--- src/rtl/lag_peak_finder_if.sv ---
// Sample-in / peak-lag-out bus of lag_peak_finder.
// The master drives correlation samples; the slave returns the packed peak lags.
interface lag_peak_finder_if #(
  parameter int CORR_BITS = 32,
  parameter int OUT_W     = 24
);
  logic signed [CORR_BITS-1:0] corrIn;
  logic                        corrInValid;
  logic                        corrInStart;
  logic                        corrInReady;
  logic [OUT_W-1:0]            dataOut;
  logic                        dataOutValid;

  modport master (
    output corrIn, corrInValid, corrInStart,
    input  corrInReady, dataOut, dataOutValid
  );

  modport slave (
    input  corrIn, corrInValid, corrInStart,
    output corrInReady, dataOut, dataOutValid
  );
endinterface

--- src/rtl/lag_peak_finder.sv ---
// Per-channel argmax over a channel-major correlation frame; commits all peak lags at once.
// Optional macro LAG_PEAK_FINDER_ABS_EN ranks samples by saturated magnitude instead of signed value.
module lag_peak_finder #(
  parameter int NUM_SLAVES = 4,
  parameter int MAX_LAGS   = 17,
  parameter int CORR_BITS  = 32
) (
  input  logic             clk,
  input  logic             rst,
  lag_peak_finder_if.slave bus
);
  localparam int LAG_BITS = $clog2(2*MAX_LAGS);
  localparam int NUM_LAGS = 2*MAX_LAGS - 1;
  localparam int CH_BITS  = (NUM_SLAVES > 1) ? $clog2(NUM_SLAVES) : 1;
  localparam int OUT_W    = NUM_SLAVES * LAG_BITS;
  localparam logic [LAG_BITS-1:0] LAST_LAG = LAG_BITS'(NUM_LAGS - 1);
  localparam logic [CH_BITS-1:0]  LAST_CH  = CH_BITS'(NUM_SLAVES - 1);

  typedef enum logic [1:0] {IDLE, ACCUM, COMMIT} state_t;

  state_t                      r_state;
  state_t                      w_state_nxt;
  logic [LAG_BITS-1:0]         r_lag;
  logic [CH_BITS-1:0]          r_ch;
  logic signed [CORR_BITS-1:0] r_max;
  logic [LAG_BITS-1:0]         r_arg;
  logic [LAG_BITS-1:0]         r_work [NUM_SLAVES];
  logic [OUT_W-1:0]            r_dout;
  logic                        r_dvalid;

  logic                        w_ready;
  logic                        w_accept;
  logic                        w_start;
  logic                        w_take;
  logic [LAG_BITS-1:0]         w_lag;
  logic [CH_BITS-1:0]          w_ch;
  logic signed [CORR_BITS-1:0] w_key;
  logic                        w_better;
  logic [LAG_BITS-1:0]         w_arg;
  logic                        w_last_lag;
  logic                        w_frame_end;
  logic [OUT_W-1:0]            w_work_packed;

`ifdef LAG_PEAK_FINDER_ABS_EN
  // |most-negative| has no positive twin, so it clips to the largest positive value.
  function automatic logic signed [CORR_BITS-1:0] abs_sat(input logic signed [CORR_BITS-1:0] x);
    if (x == {1'b1, {(CORR_BITS-1){1'b0}}})
      return {1'b0, {(CORR_BITS-1){1'b1}}};
    else if (x < 0)
      return -x;
    else
      return x;
  endfunction

  assign w_key = abs_sat(bus.corrIn);
`else
  assign w_key = bus.corrIn;
`endif

  assign w_ready  = (r_state != COMMIT);
  assign w_accept = bus.corrInValid && w_ready;
  assign w_start  = w_accept && bus.corrInStart;
  assign w_take   = w_start || (w_accept && (r_state == ACCUM));

  // A start sample always counts as channel 0, lag 0, whatever the counters say.
  assign w_lag       = w_start ? '0 : r_lag;
  assign w_ch        = w_start ? '0 : r_ch;
  assign w_better    = (w_lag == '0) || (w_key > r_max);
  assign w_arg       = w_better ? w_lag : r_arg;
  assign w_last_lag  = (w_lag == LAST_LAG);
  assign w_frame_end = w_take && w_last_lag && (w_ch == LAST_CH);

  always_comb begin
    w_work_packed = '0;
    for (int k = 0; k < NUM_SLAVES; k++)
      w_work_packed[k*LAG_BITS +: LAG_BITS] = r_work[k];
  end

  always_ff @(posedge clk or negedge rst) begin
    if (!rst) r_state <= IDLE;
    else      r_state <= w_state_nxt;
  end

  always_comb begin
    w_state_nxt = r_state;
    case (r_state)
      IDLE:    if (w_start) w_state_nxt = ACCUM;
      ACCUM:   if (w_frame_end) w_state_nxt = COMMIT;
      COMMIT:  w_state_nxt = IDLE;
      default: w_state_nxt = IDLE;
    endcase
  end

  // ---- accumulate stage: counters, running max/argmax, working lags ----
  always_ff @(posedge clk or negedge rst) begin
    if (!rst) begin
      r_lag    <= '0;
      r_ch     <= '0;
      r_max    <= '0;
      r_arg    <= '0;
      r_dout   <= '0;
      r_dvalid <= 1'b0;
      for (int k = 0; k < NUM_SLAVES; k++) r_work[k] <= '0;
    end else begin
      if (w_take) begin
        if (w_better) r_max <= w_key;
        r_arg <= w_arg;
        if (w_start)
          for (int k = 0; k < NUM_SLAVES; k++) r_work[k] <= '0;
        if (w_last_lag) begin
          r_lag        <= '0;
          r_ch         <= w_ch + 1'b1;
          r_work[w_ch] <= w_arg;
        end else begin
          r_lag <= w_lag + 1'b1;
          r_ch  <= w_ch;
        end
      end
      // ---- commit stage: publish the whole frame in one edge ----
      if (r_state == COMMIT) begin
        r_dout   <= w_work_packed;
        r_dvalid <= 1'b1;
      end
    end
  end

  assign bus.corrInReady  = w_ready;
  assign bus.dataOut      = r_dout;
  assign bus.dataOutValid = r_dvalid;
endmodule

--- src/flat_wrapper.sv ---
// flat-port wrapper written by rule: the top's interface ports become plain ports
module lag_peak_finder_flat 
#(
  parameter int NUM_SLAVES = 4,
  parameter int MAX_LAGS   = 17,
  parameter int CORR_BITS  = 32
)
  (clk, rst, bus_corrIn, bus_corrInValid, bus_corrInStart, bus_corrInReady, bus_dataOut, bus_dataOutValid);
  lag_peak_finder_if #(.CORR_BITS(CORR_BITS), .OUT_W(((4) * (6)))) bus_i ();
  input  logic clk;
  input  logic rst;
  input wire logic [$bits(bus_i.corrIn)-1:0] bus_corrIn;
  input wire logic [$bits(bus_i.corrInValid)-1:0] bus_corrInValid;
  input wire logic [$bits(bus_i.corrInStart)-1:0] bus_corrInStart;
  output wire logic [$bits(bus_i.corrInReady)-1:0] bus_corrInReady;
  output wire logic [$bits(bus_i.dataOut)-1:0] bus_dataOut;
  output wire logic [$bits(bus_i.dataOutValid)-1:0] bus_dataOutValid;
  assign bus_i.corrIn = bus_corrIn;
  assign bus_i.corrInValid = bus_corrInValid;
  assign bus_i.corrInStart = bus_corrInStart;
  assign bus_corrInReady = bus_i.corrInReady;
  assign bus_dataOut = bus_i.dataOut;
  assign bus_dataOutValid = bus_i.dataOutValid;
  lag_peak_finder #(.NUM_SLAVES(NUM_SLAVES), .MAX_LAGS(MAX_LAGS), .CORR_BITS(CORR_BITS)) u_core (.clk(clk), .rst(rst), .bus(bus_i));
endmodule
--- config.mk ---
export PLATFORM = sky130hd
export DESIGN_NAME = lag_peak_finder_flat
export DESIGN_NICKNAME = d
export VERILOG_FILES = /design/src/rtl/lag_peak_finder_if.sv /design/src/rtl/lag_peak_finder.sv /design/src/flat_wrapper.sv
export SDC_FILE = /design/constraint.sdc
export NUM_CORES = 1
export LEC_CHECK = 0
export CORE_AREA = 2 2 123 125
export CTS_BUF_LIST = sky130_fd_sc_hd__clkbuf_4 sky130_fd_sc_hd__clkbuf_8 sky130_fd_sc_hd__clkbuf_16
export DETAILED_ROUTE_END_ITERATION = 12
export DIE_AREA = 0 0 125 127
export PLACE_DENSITY = 0.65
export SLEW_MARGIN = 20
export SYNTH_ARGS = -nofsm -noshare
export SYNTH_HDL_FRONTEND = slang
export SYNTH_SLANG_ARGS = --single-unit
--- constraint.sdc ---
create_clock -name clk -period 3.11 [get_ports clk]
set_input_delay 0.311 -clock clk [delete_from_list [all_inputs] [get_ports clk]]
set_output_delay 0.311 -clock clk [all_outputs]
set_load 0.01 [all_outputs]
### Word-level counts from Yosys, hierarchy flattened

Cells that the tools add are included.

| cells by class | value |
|---|---|
| $add $sub $neg | 2 |
| magnitude comparators | 3 |
| eq/ne operators | 7 |
| muxes and demuxes | 14 |
| bitwise gates (word level) | 1 |
| reduce and logical (&&, ||, !) cells | 12 |

Operator list:

| cell | number |
|---|---|
| 24-bit two-way mux | 3 |
| 32-bit > comparator | 1 |
| 24-bit bitwise mux | 1 |
| 6-bit two-way mux | 4 |
| 6-bit demux with 2-bit select | 1 |
| 2-bit two-way mux | 4 |
| 6-bit by 1-bit adder with 6-bit output, second input constant | 1 |
| 6-bit == test, second input constant | 1 |
| 1-bit logical AND | 6 |
| 6-bit zero test | 1 |
| 2-bit == test, second input constant | 2 |
| 2-bit by 1-bit != test with 1-bit output, second input constant | 2 |
| 2-bit case mux with 2 select lines | 1 |
| 2-bit AND reduction | 2 |
| 3-bit greater-or-equal comparator, second input constant | 1 |
| 3-bit by 1-bit < comparator with 1-bit output, second input constant | 1 |
| 2-bit inverter with 3-bit output | 1 |
| 2-bit by 1-bit adder with 2-bit output, second input constant | 1 |
| 2-bit by 1-bit == test with 1-bit output, second input constant | 1 |
| 2-bit zero test | 1 |
| 1-bit logical OR | 2 |
| 2-bit != test, second input constant | 1 |

| storage, ports and cells | value |
|---|---|
| bits in registers | 97 |
| input bits | 36 |
| output and inout bits | 26 |
| word-level logic and storage cells | 50 |

### Depth between registers and ports, before layout

| logic depth | value |
|---|---|
| depth in word-level cells | 11 |
| mapped depth | 14 |

### Least setup slack after synthesis

No wires, ideal clock.

| timing | value |
|---|---|
| path kind | flip-flop to flip-flop |
| from | register u_core.r_state[0] |
| to | register u_core.r_work[0] (netlist bit) |
| arrival time | 2.549 ns |
| required time | 2.979 ns |
| setup slack | 0.430 ns |
| cell stages (with the launch flop) | 13 |
| buffers on the path | 2 |
| cells stage by stage | dfrtp_1 > nand2b_1 > buf_2 > nand2_1 > clkbuf_1 > nand2_1 > ha_1 > nand2_1 > a211o_1 > nor2_4 > nand2_1 > and3_1 > or3_1 |

| on the way | value |
|---|---|
| word-level cells in the longest chain between the ends | 11 |

RTL lines:

| what | line | RTL |
|---|---|---|
| start, declared | lag_peak_finder.sv:21 | `state_t r_state;` |
| start signal, assigned | lag_peak_finder.sv:81 | `else r_state <= w_state_nxt;` |
| 2-bit != test | lag_peak_finder.sv:60 | `assign w_ready = (r_state != COMMIT);` |
| 1-bit logical AND | lag_peak_finder.sv:61 | `assign w_accept = bus.corrInValid && w_ready;` |
| 1-bit logical AND | lag_peak_finder.sv:62 | `assign w_start = w_accept && bus.corrInStart;` |
| 2-bit two-way mux | lag_peak_finder.sv:67 | `assign w_ch = w_start ? '0 : r_ch;` |
| 2-bit inverter with 3-bit output (implied by the code) | lag_peak_finder.sv:113 | `r_work[w_ch] <= w_arg;` |
| 3-bit greater-or-equal comparator (implied by the code) or 3-bit by 1-bit < comparator with 1-bit output (tied branches) | lag_peak_finder.sv:113 |  |
| 1-bit logical AND (implied by the code) | lag_peak_finder.sv:113 |  |
| 6-bit two-way mux (implied by the code) | lag_peak_finder.sv:113 |  |
| 6-bit demux with 2-bit select | lag_peak_finder.sv:113 |  |
| 24-bit bitwise mux | lag_peak_finder.sv:113 |  |
| 24-bit two-way mux | lag_peak_finder.sv:110 | `if (w_last_lag) begin` |
| end signal, assigned by index | lag_peak_finder.sv:113 |  |
| end, declared | lag_peak_finder.sv:27 | `logic [LAG_BITS-1:0] r_work [NUM_SLAVES];` |

Several ways; a longest one is shown, not always the timed one. The select of a mux whose other input is x is not followed.
A chain may end at the register's enable or synchronous reset.

### Worst setup path in the final report

| timing | value |
|---|---|
| from | input port bus_corrIn[30] |
| to | register u_core.r_max[16] |

| on the way | value |
|---|---|
| word-level cells in the longest chain between the ends | 3 |

RTL lines:

| what | line | RTL |
|---|---|---|
| start, declared | flat_wrapper.sv:12 | `input wire logic [$bits(bus_i.corrIn)-1:0] bus_corrIn;` |
| 32-bit > comparator | lag_peak_finder.sv:68 | `assign w_better = (w_lag == '0) \|\| (w_key > r_max);` |
| 1-bit logical OR | lag_peak_finder.sv:68 |  |
| 2-bit AND reduction (no line) | -- |  |
| end signal, assigned | lag_peak_finder.sv:106 | `if (w_better) r_max <= w_key;` |
| end, declared | lag_peak_finder.sv:25 | `logic signed [CORR_BITS-1:0] r_max;` |

No other way between the ends.

==> summary.md <==
| Metric | Value |
|---|---|
| Setup violators final | `0` |
| RSZ-0062 raised after global routing | `false` |
| Share of layout cells above drive strength 1 | `0.194` |
| Io pins | `62` |
| GPL Wtd Cong | `0.894` |
| DR vias | `3,688` |
| Cell Pwr Density | `724 mW/mm²` |
| Global Route Usage Sum | `0.147` |
| Crit Path Category | `in2reg` |
| Worst EP arrival | `3.01 ns` |
| Highest Clock Rate | `360 MHz` |
| Netlist cell types | `51` |
| H-Tree Depth | `3` |
| Synth Net Count | `529` |
| Reg2Reg Setup Slack | `0.41 ns` |
| WP data required | `3.34 ns` |
| Post-synthesis async set-or-reset flop share | `1.00` |
| Initial antenna violation count | `0` |
| Port bufs | `61` |
| TritonCTS clock tree | `done` |
| Tcrit/Tclk final | `0.893` |
| Worst r2r path cells | `10` |
| Synth-to-Final Area Change | `24.0%` |
| Pins Over Slew Limit | `0` |
| Die Height | `127 µm` |
| Simple-gate area share of the yosys netlist | `0.122` |
| Complex-gate fraction of the synthesized area | `0.108` |
| Crit path max fanout | `22` |
| Mean Syn Cell Area | `11.0 µm²` |
| # clock sinks | `97` |
| Most frequent cells in the layout | `dfrtp_1 (97), clkdlybuf4s50_1 (60), nand2_1 (56), mux2_2 (43), inv_1 (39)` |
| Total die area | `0.0159 mm²` |
| Diode count | `0` |
| DP Worst Slack | `0.0327 ns` |
| Post-DP HPWL | `8.07 mm` |
| Number of post-CTS setup repair buffers | `0` |
| DRC Markers | `0` |
| Post-route setup slack | `0.333 ns` |
| Number of vias per cell | `5.09` |
| Initial Util | `0.349` |
| Worst-margin pin slew | `0.666 ns` |
| Die X | `125 µm` |
| Synth Instances | `455` |
| CTS root buf | `clkbuf_16` |
| Slew headroom | `0.556` |
| Cell area after synthesis | `0.00503 mm²` |
| Synthesized flop and latch total | `97` |
| Leakage | `2.91 nW` |
| Mux cell area share after synthesis | `0.143` |
| Worst-path clk slew | `0.06 ns` |
| First-pass GRT wire length | `18.8 mm` |
| Post-synth EDFFs | `0` |
| Peak VDD IR | `0.000435 V` |
| Synth warnings | `0` |
| Setup TNS | `0 ns` |
| Post-layout util | `0.432` |
| Final hold violations | `10` |
| Routed Antenna Nets | `0` |
| Setup crit end | `u_core.r_max[16]` |
| FP Rows | `44` |
| Post-CTS resize count | `0` |
| Crit path time final | `2.78 ns` |
| CP Capture Type | `register` |
| HP Class | `in2async` |
| CORE AREA | `0.0144 mm²` |
| Largest net degree at the start of global routing | `51` |
| Worst Setup SP | `bus_corrIn[30]` |
| CTS hold repair buffers | `0` |
| Nets | `610` |
| Post-Synth Adder-Cell Area | `0.0946` |
| Clk buf depth | `2` |
| Post-route clock skew | `0.0105 ns` |
| Most common cell after layout, fill and taps aside | `dfrtp_1` |
| Final WL | `11.0 mm` |
| CTS buffer count | `9` |
| WL/cell | `15.2 µm` |
| Worst hold slack | `-0.0169 ns` |
| Failing checks | `hold timing` |
| Largest family of logic cells by synthesized area | `multiplexers` |
| Predominant post-synthesis flop cell | `dfrtp_1` |
| Startpoint Class | `input pin` |
| Post-synthesis xor/xnor area fraction | `0.00174` |
| Vias in the first global route | `3,791` |
| First-pass DRT Iterations | `4` |
| R2r endpoint | `u_core.r_max[16]` |
| Grt total ovfl | `0` |
| RR Startpoint | `u_core.r_max[30]` |
| DRT iter0 DRCs | `241` |
| Post-synthesis sequential area ratio | `0.483` |
| Run status | `finished, violations left` |
| Max Cap Viol | `0` |
| Insertion delay to the later sink of the worst-skew pair | `0.35 ns` |
==> synthesized netlist by cell type, types with 2 or more instances <==
cell | instances | area share
dfrtp_1 | 97 | 0.48
nand2_1 | 56 | 0.042
mux2_2 | 43 | 0.096
inv_1 | 39 | 0.029
ha_1 | 38 | 0.095
nor2_1 | 19 | 0.014
o21ai_0 | 19 | 0.019
a21oi_1 | 18 | 0.018
nand3_1 | 17 | 0.017
mux2_4 | 15 | 0.045
o211ai_1 | 11 | 0.016
o31ai_1 | 10 | 0.015
o21ai_1 | 7 | 0.0070
nand4_1 | 6 | 0.0075
a32o_1 | 5 | 0.010
buf_2 | 5 | 0.0050
or3_1 | 5 | 0.0062
and2_1 | 3 | 0.0037
nand2b_1 | 3 | 0.0037
nor3_1 | 3 | 0.0030
and3_1 | 2 | 0.0025
buf_1 | 2 | 0.0015
nand4b_1 | 2 | 0.0035
nor4_1 | 2 | 0.0025
o21ai_2 | 2 | 0.0035
==> stage by stage <==
step           instances  hold WS (ns)  instance area (µm²)  total power [mW]
6_report             724       -0.0169                 6230              4.51
3_3_place_gp         709         0.373                 5970              3.40
4_1_cts              724       0.00738                 6230              4.55
5_1_grt              724        0.0300                 6230              4.84
3_5_place_dp         709         0.389                 5970              3.50
2_1_floorplan        455        0.0154                 5030              2.94
==> where the power goes <==
part | internal, mW | leakage (nW) | switching, mW
registers | 1.52 | 1.27 | 0.166
clock network | 0.541 | 0.128 | 0.494
logic | 0.876 | 1.52 | 0.915
==> metal layers <==
metal / track usage / vias up / share of wire
li1: - / 1773 / -
met1: 0.186 / 1791 / 0.45
met2: 0.248 / 107 / 0.48
met3: 0.0327 / 17 / 0.048
met4: 0.0536 / 0 / 0.018
met5: 0 / - / 0
==> flip-flops by register name (all words and copies together), names as in the netlist <==
signal / flops
u_core.r_max: 32
u_core.r_arg: 6
u_core.r_ch: 2
u_core.bus.dataOutValid: 1
u_core.r_lag: 6
u_core.r_state: 2
u_core.bus.dataOut: 24
u_core.r_work: 24
==> area by class of cell <==
class	instances	area (µm²)
inverter	39	146
sequential	97	2430
multi-input combinational	307	2370
tap	184	230
clock inverter	6	42.5
fill	1368	8190
timing repair buffer	82	791
clock buffer	9	225
==> worst min-delay path by stage <==
| stage | startpoint | to | depth (start not counted) | slack, ns |
|---|---|---|---|---|
| 2_1_floorplan | rst | u_core.bus.dataOutValid | 0 | 0.02 |
| 3_3_place_gp | rst | u_core.r_max[9] | 1 | 0.37 |
| 3_5_place_dp | rst | u_core.r_max[11] | 1 | 0.39 |
| 4_1_cts | rst | u_core.r_max[11] | 1 | 0.007 |
| 5_1_grt | rst | u_core.r_max[11] | 1 | 0.03 |
| 6_report | rst | u_core.r_max[11] | 1 | -0.02 |
==> cells by family (layout without fill, tap and decap cells) <==
group,count (synthesis),after routing
simple gates,126,126
flops,97,97
compound gates,83,83
mux,59,59
buf+inv,51,136
fa+ha+maj,38,38
xor+xnor,1,1
==> critical path, cell delays in order <==
cell             delay [ns]
clkdlybuf4s50_1        0.46
ha_1                   0.36
nand3_1                0.10
nand4b_1               0.16
a2111o_1               0.43
a221oi_2               0.31
nor3_4                 0.09
o21ai_4                0.21
buf_12                 0.22
mux2_2                 0.35
Note: power is estimated with default switching activity, not from simulation.
